==> src/rtl/uart_tx_arbiter.sv <==
// uart_tx_arbiter
//   Shares the single uart_tx FIFO write port between NUM_REQ byte-stream
//   requesters. Whole packets are granted round-robin, so bytes from different
//   requesters never interleave on the line. Each write is followed by a
//   one-cycle GAP that absorbs the one-cycle lag of tx_full after a write.
//   A packet is force-released after MAX_PACKET bytes so one requester cannot
//   hog the line.
//
//   Optional feature macro: UART_ARB_CRLF_EN
//     When defined, a packet that ends on a last-flagged byte is followed by
//     CR (0x0D) and LF (0x0A) while the grant is still held. No ack is issued
//     for these bytes.
//
// Ports
//   clock_i          system clock
//   reset_i          synchronous active-high reset
//   req_i            per-requester byte-valid, held until acked
//   req_data_i       flattened bytes, requester i on [8i+7:8i]
//   req_last_i       presented byte is the last of its packet
//   grant_o          one-hot current owner, zero when idle
//   ack_o            one-cycle pulse: presented byte was written
//   tx_data_o        byte to uart_tx data_in
//   write_to_uart_o  one-cycle write strobe to uart_tx
//   tx_full_i        uart_tx buffer_full
//   busy_o           a packet is in progress
module uart_tx_arbiter #(
    parameter int NUM_REQ    = 4,
    parameter int MAX_PACKET = 64
) (
    input  logic                 clock_i,
    input  logic                 reset_i,
    input  logic [NUM_REQ-1:0]   req_i,
    input  logic [8*NUM_REQ-1:0] req_data_i,
    input  logic [NUM_REQ-1:0]   req_last_i,
    output logic [NUM_REQ-1:0]   grant_o,
    output logic [NUM_REQ-1:0]   ack_o,
    output logic [7:0]           tx_data_o,
    output logic                 write_to_uart_o,
    input  logic                 tx_full_i,
    output logic                 busy_o
);
    localparam int IW = (NUM_REQ > 1) ? $clog2(NUM_REQ) : 1;
    localparam int CW = IW + 1;

`ifdef UART_ARB_CRLF_EN
    typedef enum logic [2:0] {S_IDLE, S_SEND, S_GAP, S_CR, S_LF} state_t;
    // Which terminator byte the current GAP follows.
    typedef enum logic [1:0] {T_NONE, T_CR, T_LF} tail_t;
    tail_t tail_q, tail_d;
`else
    typedef enum logic [1:0] {S_IDLE, S_SEND, S_GAP} state_t;
`endif

    state_t             state_q, state_d;
    logic [IW-1:0]      ptr_q, ptr_d;
    logic [IW-1:0]      gidx_q, gidx_d;
    logic [7:0]         cnt_q, cnt_d;
    logic               last_q, last_d;
    logic [NUM_REQ-1:0] grant_q, grant_d;
    logic [NUM_REQ-1:0] ack_q, ack_d;
    logic [7:0]         txd_q, txd_d;
    logic               wr_q, wr_d;
    logic               busy_q, busy_d;

    logic               found;
    logic [IW-1:0]      pick;
    logic [CW-1:0]      cand;
    logic [IW-1:0]      gnext;
    logic               rel;

    always_comb begin
        state_d = state_q;
        ptr_d   = ptr_q;
        gidx_d  = gidx_q;
        cnt_d   = cnt_q;
        last_d  = last_q;
        grant_d = grant_q;
        busy_d  = busy_q;
        txd_d   = txd_q;
        ack_d   = '0;
        wr_d    = 1'b0;
        rel     = 1'b0;
        found   = 1'b0;
        pick    = '0;
        cand    = '0;
`ifdef UART_ARB_CRLF_EN
        tail_d  = tail_q;
`endif

        // First requester at or after the pointer, wrapping.
        for (int i = 0; i < NUM_REQ; i++) begin
            cand = {1'b0, ptr_q} + CW'(i);
            if (cand >= CW'(NUM_REQ)) cand = cand - CW'(NUM_REQ);
            if (!found && req_i[cand[IW-1:0]]) begin
                found = 1'b1;
                pick  = cand[IW-1:0];
            end
        end

        gnext = ({1'b0, gidx_q} == CW'(NUM_REQ - 1)) ? '0 : gidx_q + 1'b1;

        case (state_q)
            S_IDLE: begin
                if (found) begin
                    gidx_d  = pick;
                    grant_d = NUM_REQ'(1) << pick;
                    busy_d  = 1'b1;
                    cnt_d   = '0;
                    last_d  = 1'b0;
                    state_d = S_SEND;
                end
            end
            S_SEND: begin
                if (!req_i[gidx_q]) begin
                    rel = 1'b1;
                end else if (!tx_full_i) begin
                    txd_d   = req_data_i[{gidx_q, 3'b000} +: 8];
                    wr_d    = 1'b1;
                    ack_d   = NUM_REQ'(1) << gidx_q;
                    cnt_d   = cnt_q + 8'd1;
                    last_d  = req_last_i[gidx_q];
                    state_d = S_GAP;
                end
            end
            S_GAP: begin
`ifdef UART_ARB_CRLF_EN
                if (tail_q == T_LF)                 rel = 1'b1;
                else if (tail_q == T_CR)            state_d = S_LF;
                else if (last_q)                    state_d = S_CR;
                else if (cnt_q == 8'(MAX_PACKET))   rel = 1'b1;
                else                                state_d = S_SEND;
`else
                if (last_q || cnt_q == 8'(MAX_PACKET)) rel = 1'b1;
                else                                   state_d = S_SEND;
`endif
            end
`ifdef UART_ARB_CRLF_EN
            S_CR: begin
                if (!tx_full_i) begin
                    txd_d   = 8'h0D;
                    wr_d    = 1'b1;
                    tail_d  = T_CR;
                    state_d = S_GAP;
                end
            end
            S_LF: begin
                if (!tx_full_i) begin
                    txd_d   = 8'h0A;
                    wr_d    = 1'b1;
                    tail_d  = T_LF;
                    state_d = S_GAP;
                end
            end
`endif
            default: state_d = S_IDLE;
        endcase

        // End of packet (normal, forced or dropped): hand the pointer on.
        if (rel) begin
            ptr_d   = gnext;
            grant_d = '0;
            busy_d  = 1'b0;
            cnt_d   = '0;
            last_d  = 1'b0;
            state_d = S_IDLE;
`ifdef UART_ARB_CRLF_EN
            tail_d  = T_NONE;
`endif
        end
    end

    always_ff @(posedge clock_i) begin
        if (reset_i) begin
            state_q <= S_IDLE;
            ptr_q   <= '0;
            gidx_q  <= '0;
            cnt_q   <= '0;
            last_q  <= 1'b0;
            grant_q <= '0;
            ack_q   <= '0;
            txd_q   <= '0;
            wr_q    <= 1'b0;
            busy_q  <= 1'b0;
`ifdef UART_ARB_CRLF_EN
            tail_q  <= T_NONE;
`endif
        end else begin
            state_q <= state_d;
            ptr_q   <= ptr_d;
            gidx_q  <= gidx_d;
            cnt_q   <= cnt_d;
            last_q  <= last_d;
            grant_q <= grant_d;
            ack_q   <= ack_d;
            txd_q   <= txd_d;
            wr_q    <= wr_d;
            busy_q  <= busy_d;
`ifdef UART_ARB_CRLF_EN
            tail_q  <= tail_d;
`endif
        end
    end

    assign grant_o         = grant_q;
    assign ack_o           = ack_q;
    assign tx_data_o       = txd_q;
    assign write_to_uart_o = wr_q;
    assign busy_o          = busy_q;

endmodule

==> config.mk <==
export PLATFORM = sky130hd
export DESIGN_NAME = uart_tx_arbiter
export DESIGN_NICKNAME = d
export VERILOG_FILES = /design/src/rtl/uart_tx_arbiter.sv
export SDC_FILE = /design/constraint.sdc
export NUM_CORES = 1
export LEC_CHECK = 0
export CAP_MARGIN = 20
export CELL_PAD_IN_SITES_DETAIL_PLACEMENT = 0
export CELL_PAD_IN_SITES_GLOBAL_PLACEMENT = 2
export CORE_ASPECT_RATIO = 1.4
export CORE_MARGIN = 10
export CORE_UTILIZATION = 27
export CTS_BUF_LIST = sky130_fd_sc_hd__clkbuf_2
export DETAILED_ROUTE_END_ITERATION = 7
export PLACE_DENSITY_LB_ADDON = 0.08
export SLEW_MARGIN = 10
export SYNTH_ARGS = -nofsm -noshare
export SYNTH_HDL_FRONTEND = slang
export SYNTH_SLANG_ARGS = --single-unit
==> constraint.sdc <==
create_clock -name clock_i -period 2.1 [get_ports clock_i]
set_input_delay 0.42 -clock clock_i [delete_from_list [all_inputs] [get_ports clock_i]]
set_output_delay 0.42 -clock clock_i [all_outputs]
set_load 0.05 [all_outputs]
==> impl_metrics.json <==
{
  "antenna_found_initial": 0,
  "postSynthAreaPerCell_um2": 9.33,
  "die_y_um": 115,
  "crit_type": "flop to output pin",
  "p_sw_share_pct": 41.0,
  "track_usage_pct": 10.8,
  "grt_util_met3_pct": 5.27,
  "avgViaCountPerCell": 4.82,
  "antenna_left": 0,
  "fill_cells": 638,
  "required_ns": 1.68,
  "synth_area_leader_cell": "dfxtp_1",
  "end_kind": "output pin",
  "cts_tree": "built",
  "synth_edf_count": 0,
  "post-route-period-util_pct": 95.2,
  "cts_root_buffer": "clkbuf_2",
  "synth.yosys.warnings": 0,
  "met2_usage_pct": 19.1,
  "internal_power_uw": 1300,
  "fp-row-count": 34,
  "period_needed_ns": 2.00,
  "cts_resized": 0,
  "die_w_um": 87.6,
  "regArea_um2": 661,
  "setup_slack_ns": 0.101,
  "synth_top_cell_area_share_pct": 38.3,
  "synth_seq_cells": 33,
  "overflow": 0,
  "route.detailed.drc": 0,
  "maxSlewHeadroom_pct": 64.6,
  "setup_violations": 0,
  "hold_class": "flop to flop",
  "utilization_pct": 41.9,
  "yosys-top-cells-area": "dfxtp_1 38%, mux4_2 13%, mux2i_1 5.2%, nor2_1 5.2%, ha_1 5.1%",
  "irDropWorstVdd_mv": 0.264,
  "place.gp.congestion": 0.754,
  "cts_hold_buf": 0,
  "routed_wl_um": 5160,
  "fp.coreArea_um2": 6210,
  "netlist_top_cells_count": "33 x dfxtp_1, 24 x nor2_1, 18 x nand2_1",
  "dr.pass1.iters": 4,
  "rsz0062_at_grt": "no",
  "dieArea_um2": 10000,
  "async_flop_share_pct": 0,
  "fin_nets": 317,
  "drive_above_1_share_pct": 15.7,
  "path_delay_family": "buffers and inverters",
  "clkPwrFrac_pct": 14.1,
  "synth_cells": 185,
  "drt_iter0_drc": 37,
  "portBuffers": 60,
  "drv_cap": 0,
  "finalNonFillerCells": 340,
  "pre_cts_ws_ns": -0.182,
  "use_met1_pct": 10.2,
  "cts.sinks": 33,
  "cts_buffer_depth": 2,
  "n_antenna_cell": 0,
  "worst_path_max_delay_cell": "clkdlybuf4s50_1",
  "cp_num_buf_inv": 1,
  "synth.distinct_cells": 33,
  "htreeDepth": 2,
  "synthFlopType": "dfxtp_1",
  "vias": 1640,
  "fin_worst_skew_ns": 0.0178,
  "crit_chain": "clkdlybuf4s50_1",
  "synth_nets": 235,
  "area_delta_synth_final_pct": 50.8,
  "max_freq_mhz": 500,
  "multi_input_area_um2": 1000,
  "hold_violations": 0,
  "p_switching_uw": 900,
  "p_per_area_nw_per_um2": 843,
  "wl_per_cell_um": 15.2,
  "cts_setup_buffers": 0,
  "pwr-share-comb_pct": 51.7,
  "io_pins": 61,
  "synth_area_um2": 1730,
  "start_util_pct": 27.8,
  "cp-start-kind": "flop",
  "p_leak_uw": 0.00109,
  "dpl-instance-area_um2": 2550,
  "grt_pass1_wl_um": 8470,
  "p_seq_share_pct": 34.2,
  "max_stage_delay_ns": 0.82,
  "outcome": "finished, final reports clean",
  "busiest_layer": "met2",
  "crit_fanout": 2,
  "drv_slew": 0,
  "seq_area_frac_synth_pct": 38.3,
  "crit_arrival_ns": 1.58,
  "placedCellCount": 332,
  "insertion_delay_ns": 0.37,
  "cts_inserted_buffers": 5,
  "grt_pass1_vias": 1779,
  "grt_max_degree": 17,
  "tightest_slew_ns": 0.530,
  "path_clk_slew_ns": 0.19,
  "dp_hpwl_um": 4160,
  "synth.most_common_cell": "dfxtp_1",
  "stdcell_area_um2": 2600,
  "total_power_uw": 2200
}
-- area by class of cell --
cell class                      instances  area share [%]
Multi-Input combinational cell        138            38.6
Timing Repair Buffer                   81            29.9
Sequential cell                        33            25.4
Tap cell                               72            3.46
Clock buffer                            6            1.15
Inverter                                8            1.15
Clock inverter                          2           0.384
-- power by group through the flow --
stage	Sequential [uW]	Clock, uW	Combinational (uW)
final	751	309	1140
after global routing	765	365	1260
after CTS	754	334	1150
after detailed placement	767	0	1150
after global placement	769	0	1160
after floorplan	894	0	568
-- layer usage --
metal | vias to the layer above | share of wire [%]
met5 | - | 0
met4 | 0 | 2.1
met3 | 7 | 7.6
met2 | 47 | 53
met1 | 767 | 37
li1 | 819 | -
-- flip-flops by register name (all words and copies together) (netlist names) --
register,count
cnt_q,8
tx_data_o,8
ack_o,4
grant_o,4
gidx_q,2
ptr_q,2
state_q,2
busy_o,1
last_q,1
write_to_uart_o,1
-- cells by family (layout without fill, tap and decap cells) --
kind of cell / after synthesis / in the layout / share of synthesized area, %
mux: 19 / 19 / 18.3
simple gates: 78 / 78 / 21.7
flops: 33 / 33 / 38.3
buf+inv: 14 / 97 / 3.91
xor+xnor: 6 / 6 / 3.04
fa+ha+maj: 7 / 7 / 5.07
compound gates: 28 / 28 / 9.71
-- cells in the final DEF, fill, tap and decap left out, drive strengths merged, types with 2 or more instances in the layout --
cell	count
inv	8
nor2	24
clkbuf	6
nor4	2
dfxtp	33
or3	3
a31oi	2
nand3b	4
a21oi	16
nand3	13
clkinv	2
and3	2
buf	21
mux4	10
nor2b	2
mux2i	9
dlymetal6s2s	3
nand2b	2
ha	7
o21ai	4
xor2	6
nand2	19
and2	2
clkdlybuf4s50	57
nand4	2
-- stage by stage --
step	hold WS (ns)	TNS (ns)
2_1_floorplan	0.437	0
3_3_place_gp	0.442	-1.29
3_5_place_dp	0.447	-1.77
4_1_cts	0.468	0
5_1_grt	0.492	0
6_report	0.470	0
-- worst paths after layout --
kind	startpoint	to	slack, ns	cells after the start
setup reg to reg	gidx_q[0]	ptr_q[0]	0.29	4
hold / removal	grant_o[1]	grant_o[1]	0.47	2
hold reg to reg	grant_o[1]	grant_o[1]	0.47	2
setup / recovery	tx_data_o[7]	tx_data_o[7]	0.10	1
No activity file was read; power rests on OpenSTA's default activity.
